===== src/rtl/reg_operand_stage.sv =====
// Register-operand stage: 32x32 register file with a power-on clear sweep,
// feeding a one-deep operand holding register toward the ALU.
//
// Ports:
//   clk, rst_n                    - clock, synchronous active-low reset
//   wr_en, wr_addr, wr_data       - register-file write port
//   op_valid / op_ready           - operand request handshake
//   rs_addr, rt_addr, imm16, shamt- request fields
//   srcA_sel, srcB_sel            - operand source selects
//   srcA, srcB, out_valid, out_ack- latched operands toward the ALU
//   init_done                     - register-file clear sweep finished
module reg_operand_stage (
   input  logic        clk,
   input  logic        rst_n,
   input  logic        wr_en,
   input  logic [4:0]  wr_addr,
   input  logic [31:0] wr_data,
   input  logic        op_valid,
   output logic        op_ready,
   input  logic [4:0]  rs_addr,
   input  logic [4:0]  rt_addr,
   input  logic [15:0] imm16,
   input  logic [4:0]  shamt,
   input  logic        srcA_sel,
   input  logic [1:0]  srcB_sel,
   output logic [31:0] srcA,
   output logic [31:0] srcB,
   output logic        out_valid,
   input  logic        out_ack,
   output logic        init_done
);

   localparam int unsigned DW     = 32;
   localparam int unsigned AW     = 5;
   localparam int unsigned NREGS  = 32;
   localparam logic [AW-1:0] LAST = AW'(NREGS - 1);

   typedef enum logic [1:0] {S_INIT, S_IDLE, S_HOLD} state_t;

   state_t          r_state;
   logic [AW-1:0]   r_cnt;
   logic [DW-1:0]   r_mem [NREGS];
   logic [DW-1:0]   r_srcA;
   logic [DW-1:0]   r_srcB;
   logic            r_op_ready;
   logic            r_out_valid;
   logic            r_init_done;

   logic            w_wr_ok;
   logic [DW-1:0]   w_rs_val;
   logic [DW-1:0]   w_rt_val;
   logic [DW-1:0]   w_srcA;
   logic [DW-1:0]   w_srcB;

   // External writes only land once the sweep is done; r0 is never written.
   assign w_wr_ok = wr_en && (wr_addr != '0) && (r_state != S_INIT);

   // Register reads with same-cycle write bypass; r0 always reads zero.
   always_comb begin
      w_rs_val = '0;
      w_rt_val = '0;
      if (rs_addr != '0) begin
         w_rs_val = (w_wr_ok && (wr_addr == rs_addr)) ? wr_data : r_mem[rs_addr];
      end
      if (rt_addr != '0) begin
         w_rt_val = (w_wr_ok && (wr_addr == rt_addr)) ? wr_data : r_mem[rt_addr];
      end
   end

   // Operand source selection.
   always_comb begin
      w_srcA = srcA_sel ? w_rt_val : w_rs_val;
      w_srcB = w_rt_val;
      case (srcB_sel)
         2'd0:    w_srcB = w_rt_val;
         2'd1:    w_srcB = {{16{imm16[15]}}, imm16};
         2'd2:    w_srcB = {16'b0, imm16};
         default: w_srcB = {27'b0, shamt};
      endcase
   end

   // Register file storage: sweep clears one entry per INIT cycle.
   always_ff @(posedge clk) begin
      if (rst_n) begin
         if (r_state == S_INIT) begin
            r_mem[r_cnt] <= '0;
         end else if (w_wr_ok) begin
            r_mem[wr_addr] <= wr_data;
         end
      end
   end

   // Control FSM with registered handshake and operand outputs.
   always_ff @(posedge clk) begin
      if (!rst_n) begin
         r_state     <= S_INIT;
         r_cnt       <= '0;
         r_init_done <= 1'b0;
         r_op_ready  <= 1'b0;
         r_out_valid <= 1'b0;
         r_srcA      <= '0;
         r_srcB      <= '0;
      end else begin
         case (r_state)
            S_INIT: begin
               r_cnt <= r_cnt + AW'(1);
               if (r_cnt == LAST) begin
                  r_state     <= S_IDLE;
                  r_init_done <= 1'b1;
                  r_op_ready  <= 1'b1;
               end
            end
            S_IDLE: begin
               if (op_valid) begin
                  r_srcA      <= w_srcA;
                  r_srcB      <= w_srcB;
                  r_state     <= S_HOLD;
                  r_op_ready  <= 1'b0;
                  r_out_valid <= 1'b1;
               end
            end
            S_HOLD: begin
               if (out_ack) begin
                  r_state     <= S_IDLE;
                  r_op_ready  <= 1'b1;
                  r_out_valid <= 1'b0;
               end
            end
            default: begin
               r_state     <= S_INIT;
               r_cnt       <= '0;
               r_init_done <= 1'b0;
               r_op_ready  <= 1'b0;
               r_out_valid <= 1'b0;
            end
         endcase
      end
   end

   assign srcA      = r_srcA;
   assign srcB      = r_srcB;
   assign op_ready  = r_op_ready;
   assign out_valid = r_out_valid;
   assign init_done = r_init_done;

endmodule


===== config.mk =====
export PLATFORM = sky130hd
export DESIGN_NAME = reg_operand_stage
export DESIGN_NICKNAME = d
export VERILOG_FILES = /design/src/rtl/reg_operand_stage.sv
export SDC_FILE = /design/constraint.sdc
export NUM_CORES = 1
export LEC_CHECK = 0
export CORE_MARGIN = 2
export CORE_UTILIZATION = 35
export CTS_CLUSTER_SIZE = 16
export DETAILED_ROUTE_END_ITERATION = 16
export PLACE_DENSITY = 0.51
export SLEW_MARGIN = 20
export SYNTH_ARGS = -nofsm -noshare
export SYNTH_HDL_FRONTEND = slang
export SYNTH_SLANG_ARGS = --single-unit

===== constraint.sdc =====
create_clock -name clk -period 9 [get_ports clk]
set_clock_uncertainty 0.1 [all_clocks]
set_input_delay 1.8 -clock clk [delete_from_list [all_inputs] [get_ports clk]]
set_output_delay 1.8 -clock clk [all_outputs]
set_load 0.01 [all_outputs]

### After elaboration in Yosys (flattened, before gate mapping)

Memories as Yosys holds them, arrays and structs flattened.
Index checks and enable logic that the tools add are counted.
W data, S select, Z words.

* add/subtract/negate cells: 1
* bitwise gates (word level): 2
* reductions and logical operators: 16
* equality and inequality tests: 10
* muxes and demuxes: 29

Operators by type and width (number)
* $mux W32: 6
* $pmux W32 S3: 1
* $reduce_or A32 Y1: 1
* $reduce_bool A5 Y1: 3
* $mux W1: 13
* $eq A5 B5 Y1: 2
* $pmux W5 S2: 1
* $mux W2: 3
* $pmux W1 S3: 2
* $pmux W2 S3: 1
* $reduce_and A3 Y1: 2
* $add A5 B1 Y5 const B: 1
* $eq A5 B5 Y1 const B: 1
* $mux W5: 1
* $eq A2 B1 Y1 const B: 2
* $eq A2 B2 Y1 const B: 2
* $logic_and A1 B1 Y1: 4
* $logic_not A2 Y1: 2
* $ne A2 B2 Y1 const B: 2
* $reduce_and A2 Y1: 2
* $ne A2 B1 Y1 const B: 1
* $not A1 Y1: 2
* $pmux W1 S2: 1
* $reduce_bool A2 Y1: 1
* $reduce_or A2 Y1: 1

* memory bits (writable): 1024
* memories kept: 1
* bits in registers: 74
* logic and storage cells: 66
* bits of input ports: 76
* output and inout port bits: 67

Memory list
* r_mem: words 32, bits a word 32, read ports 2, clocked after Yosys merged registers in 0, write ports 1, RTL line 42 `logic [DW-1:0] r_mem [NREGS];`

### Depth between registers and ports, before layout

* word-level depth: 9
* depth in mapped cells: 12
* mapped depth without buffers: 9

### Worst setup path before layout

No wires, ideal clock.

* path type: input to register
* start: input wr_addr[0]
* end: memory r_mem[0][0] (enable)
* slack: 3935 ps
* required time: 8479 ps
* setup time: 421 ps
* buffers on the path: 2
* data arrival time: 4544 ps
* cell stages on the path: 8
* cells stage by stage: clkbuf_1 nor3_1 a21oi_2 and2_1 clkbuf_1 mux2i_1 nand2_1 nor2_1

* longest elaborated chain between the ends: 9
* elaborated cells on any way between the ends: 10
* classes of those cells: 6 x mux; 4 x reduce/logical

RTL lines
* start: declaration: RTL line 16 `input logic [4:0] wr_addr,`
* $reduce_bool A5 Y1: RTL line 56 `assign w_wr_ok = wr_en && (wr_addr != '0) && (r_state != S_INIT);`
* $logic_and A1 B1 Y1 (2 in a row): RTL line 56
* $mux W1: RTL line 87 `end else if (w_wr_ok) begin`
* $mux W1: RTL line 85 `if (r_state == S_INIT) begin`
* $mux W1: RTL line 84 `if (rst_n) begin`
* $mux W1 (not written as such): RTL line 88 `r_mem[wr_addr] <= wr_data;`
* $reduce_or A32 Y1 (no line)
* $mux W5 (no line) or $mux W1 (tied branches)
* end: declaration: RTL line 42

Several ways; a longest one is shown, not always the timed one.

### Worst setup path after layout

* start: input wr_addr[0]
* end: memory r_mem[13][26] (enable)

Same word-level chain as after synthesis.

==> summary.txt <==
Outcome
  • Run status: completed

Synth
  • Synth area leaders: edfxtp_1, mux4_2, mux2i_1, dfxtp_1, a22oi_1
  • #FFs+latches synth: 1,097
  • Synth Area in Compound Gates: under 10%
  • Synth unique cells: 51
  • Mapped Area: 52,200 µm²
  • Synth Area in Adders: less than 1%
  • Post-synth top area cell: edfxtp_1
  • Async SR Flop Fraction: 0%
  • Ys flop type: edfxtp_1
  • Post-synthesis sequential area ratio: between 60% and 70%
  • Synth top area share: approximately 59%
  • Synth Area in Simple Gates: under 10%
  • Syn nets: between 3,000 and 4,000
  • Yosys warns: 0
  • Multiplexer share of the synthesized area: 23.3%
  • Xor/xnor share of the synthesized area: less than 1%
  • Number of synthesized flops with an enable pin: slightly above 1,000
  • Mapped Cells: 3,329
  • Post-Syn Area per Cell: approximately 16 µm²
  • Largest family of logic cells by synthesized area: multiplexers

GRT
  • Antenna violations before repair: 8
  • Global routing's busiest layer: met2
  • Largest net degree at the start of global routing: between 100 and 150
  • Via count of the first global-routing pass: 33,200
  • Tot GR Track Use: a little under a quarter
  • GR Util met1: 33.9%
  • Total gr overflow: 0
  • GR Util met3: between 4 and 5%
  • Met2 track demand over resource: 37.4%
  • First-pass GRT wire length: 258,000 µm

Finish
  • Synth-to-Final Area Change: 14.9%
  • Ant diodes: 0
  • Fillers: approximately 13,000
  • Layout Nets: roughly 3,500
  • Share of cells above drive strength 1: between 20% and 30%

Pwr
  • Leak: roughly 21 nW
  • Max VDD drop: around 0.16 mV
  • Total Power: 11.9 mW
  • Cell Pwr Density: 199 nW/µm²

Timing
  • Sum Neg Setup Slack: 0 ps
  • Relative slew slack: around a quarter
  • Fmax: approximately 0.19 GHz
  • RSZ-0062 raised after global routing: no
  • Tcrit/Tclk final: around 60%
  • Minimum clock period: about 5400 ps
  • Final Hold Vio Count: 0
  • Final Max Tran Viols: 0
  • Setup violations, final: 0
  • Worst-Margin Slew: approximately 1100 ps

CTS
  • Clock Latency Late Sink: ~770 ps
  • CTS root buf: clkbuf_16
  • Clk sinks: roughly 1,100
  • Clk slew on worst S/H paths: about 60 ps
  • CTS tree: yes
  • CTS Buf Count: 120
  • Hold_buf cts: 0
  • Clock Tree Buf Depth: 3
  • Post-CTS setup buffers: 0
  • CTS resizes: 0
  • Max H-tree Level: 3

Placed design
  • Post-DP HPWL: 112,000 µm
  • IO Port Bufs: roughly 140
  • Final GP Congestion: about 0.85

Critical path
  • Worst EP required: slightly above 9000 ps
  • CP Launch Type: input pin
  • Arrival @ worst endpoint: between 5000 and 6000 ps
  • RR Startpoint: r_state[0]
  • Largest fanout on the critical path: 37
  • WS Path Type: in2reg
  • Worst setup path start: wr_addr[0]
  • CP Capture Type: flop

Detailed routing
  • WL/cell: around 34 µm
  • DRC: 0
  • WL final: ~180,000 µm
  • DRT antenna net count: 0
  • Vias per cell: ~6.1
  • Detailed Route Iter0 Violations: 3,765
  • Via count: 33,400
  • Drt first pass iters: 6

Floorplan
  • I/O pin total: about 140
  • Die Span Y: slightly below 400 µm
  • Full die area: about 150,000 µm²
  • Num rows: between 100 and 150
  • Width of the chip: just under 400 µm
  • Initial Utilization: between 30% and 40%
  • Core footprint: 148,000 µm²

Hold path
  • Hold Path Class: reg2reg
  • Min-delay src: srcB[2]

Job
  • Max_cap viols: 0
==> layout make-up <==
class	count	area, µm²	area share, %
timing repair buffer	256	2400	4.00
sequential	1097	32200	53.7
clock buffer	159	3260	5.44
clock inverter	62	579	0.966
tap	1930	2410	4.03
inverter	11	41.3	0.0688
multi-input combinational	1953	19100	31.8
==> layer usage <==
metal	up-vias	part of all wire [%]	wire [µm]
li1	13800	-	-
met1	17800	43	79500
met2	1510	46	84500
met3	260	8.5	15700
met4	0	2.5	4620
met5	-	0	0
==> registers in the layout, indices dropped and copies added (netlist names) <==
register	count
r_state	2
srcB	32
r_mem	1024
init_done	1
r_cnt	5
out_valid	1
srcA	32
==> path summary, 6_finish.rpt <==
kind | to | slack (ps) | depth (start not counted)
setup / recovery | r_mem[13][26] | 3600 | 9
hold / removal | srcB[2] | 370 | 2
hold reg to reg | srcB[2] | 370 | 2
setup reg to reg | r_mem[13][26] | 4450 | 10
==> cell usage after synthesis, types with 29 or more instances <==
master	number
edfxtp_1	1024
mux2i_1	443
mux4_2	311
nand2_1	163
a22oi_1	138
nor2_1	138
clkbuf_1	128
a21oi_1	91
buf_2	82
nand3_1	76
dfxtp_1	73
o22ai_1	72
o21ai_0	68
nor2b_1	67
mux2_2	62
a31oi_1	41
a211oi_1	37
and3_1	36
a221oi_1	31
or3_1	29
==> metrics by stage <==
stage	util (%)	setup WS [ps]	std cells	hold WS, ps	area (µm²)
3_3_place_gp	37.9	2870	5244	359	56100
4_1_cts	40.6	3740	5467	373	60000
5_1_grt	40.6	3450	5468	400	60000
3_5_place_dp	38.0	2940	5246	355	56100
2_1_floorplan	-	3930	3329	374	52200
6_report	40.6	3600	5468	369	60000
==> cells by family after synthesis <==
logic type                 count (synthesis)
muxes                                    816
and+or+nand+nor                          571
buffers and inverters                    279
AOI/OAI and AO/OA                        550
xor gates and xnor gates                  11
adders and majority gates                  5
DFF                                     1097
==> critical path, stage by stage <==
cell             delay [ps]
clkdlybuf4s50_1         670
nor3_1                  140
a21oi_4                 150
buf_4                   540
and2_1                  340
mux2i_1                 380
nand2_1                 360
nor2_4                  760
buf_4                   490
==> layout by cell type, fill, tap and decap left out, types with 16 or more instances in the layout <==
cell,n
nand3_1,76
nor2_1,103
nor2_4,35
a31oi_1,40
clkinv_2,23
clkdlybuf4s50_1,134
o21ai_0,68
a22oi_1,138
nor3_1,26
a221oi_1,31
or3_1,29
nand2_1,160
clkinv_1,22
buf_4,108
nor2b_1,64
a21oi_1,91
clkbuf_16,123
o221ai_1,28
mux2_2,62
dfxtp_1,73
and3_2,16
o22ai_1,72
clkbuf_1,31
a211oi_1,37
and3_1,20
o211ai_1,20
mux4_2,311
mux2i_1,443
edfxtp_1,1024
==> power breakdown <==
part           switching [mW]  total (mW)  internal [mW]  leakage [nW]
Clock                    2.10        4.89           2.79          1.88
Sequential             0.0700        5.75           5.68          11.1
Combinational           0.819        1.30          0.479          8.24
Power figures use the tool's default switching activity.
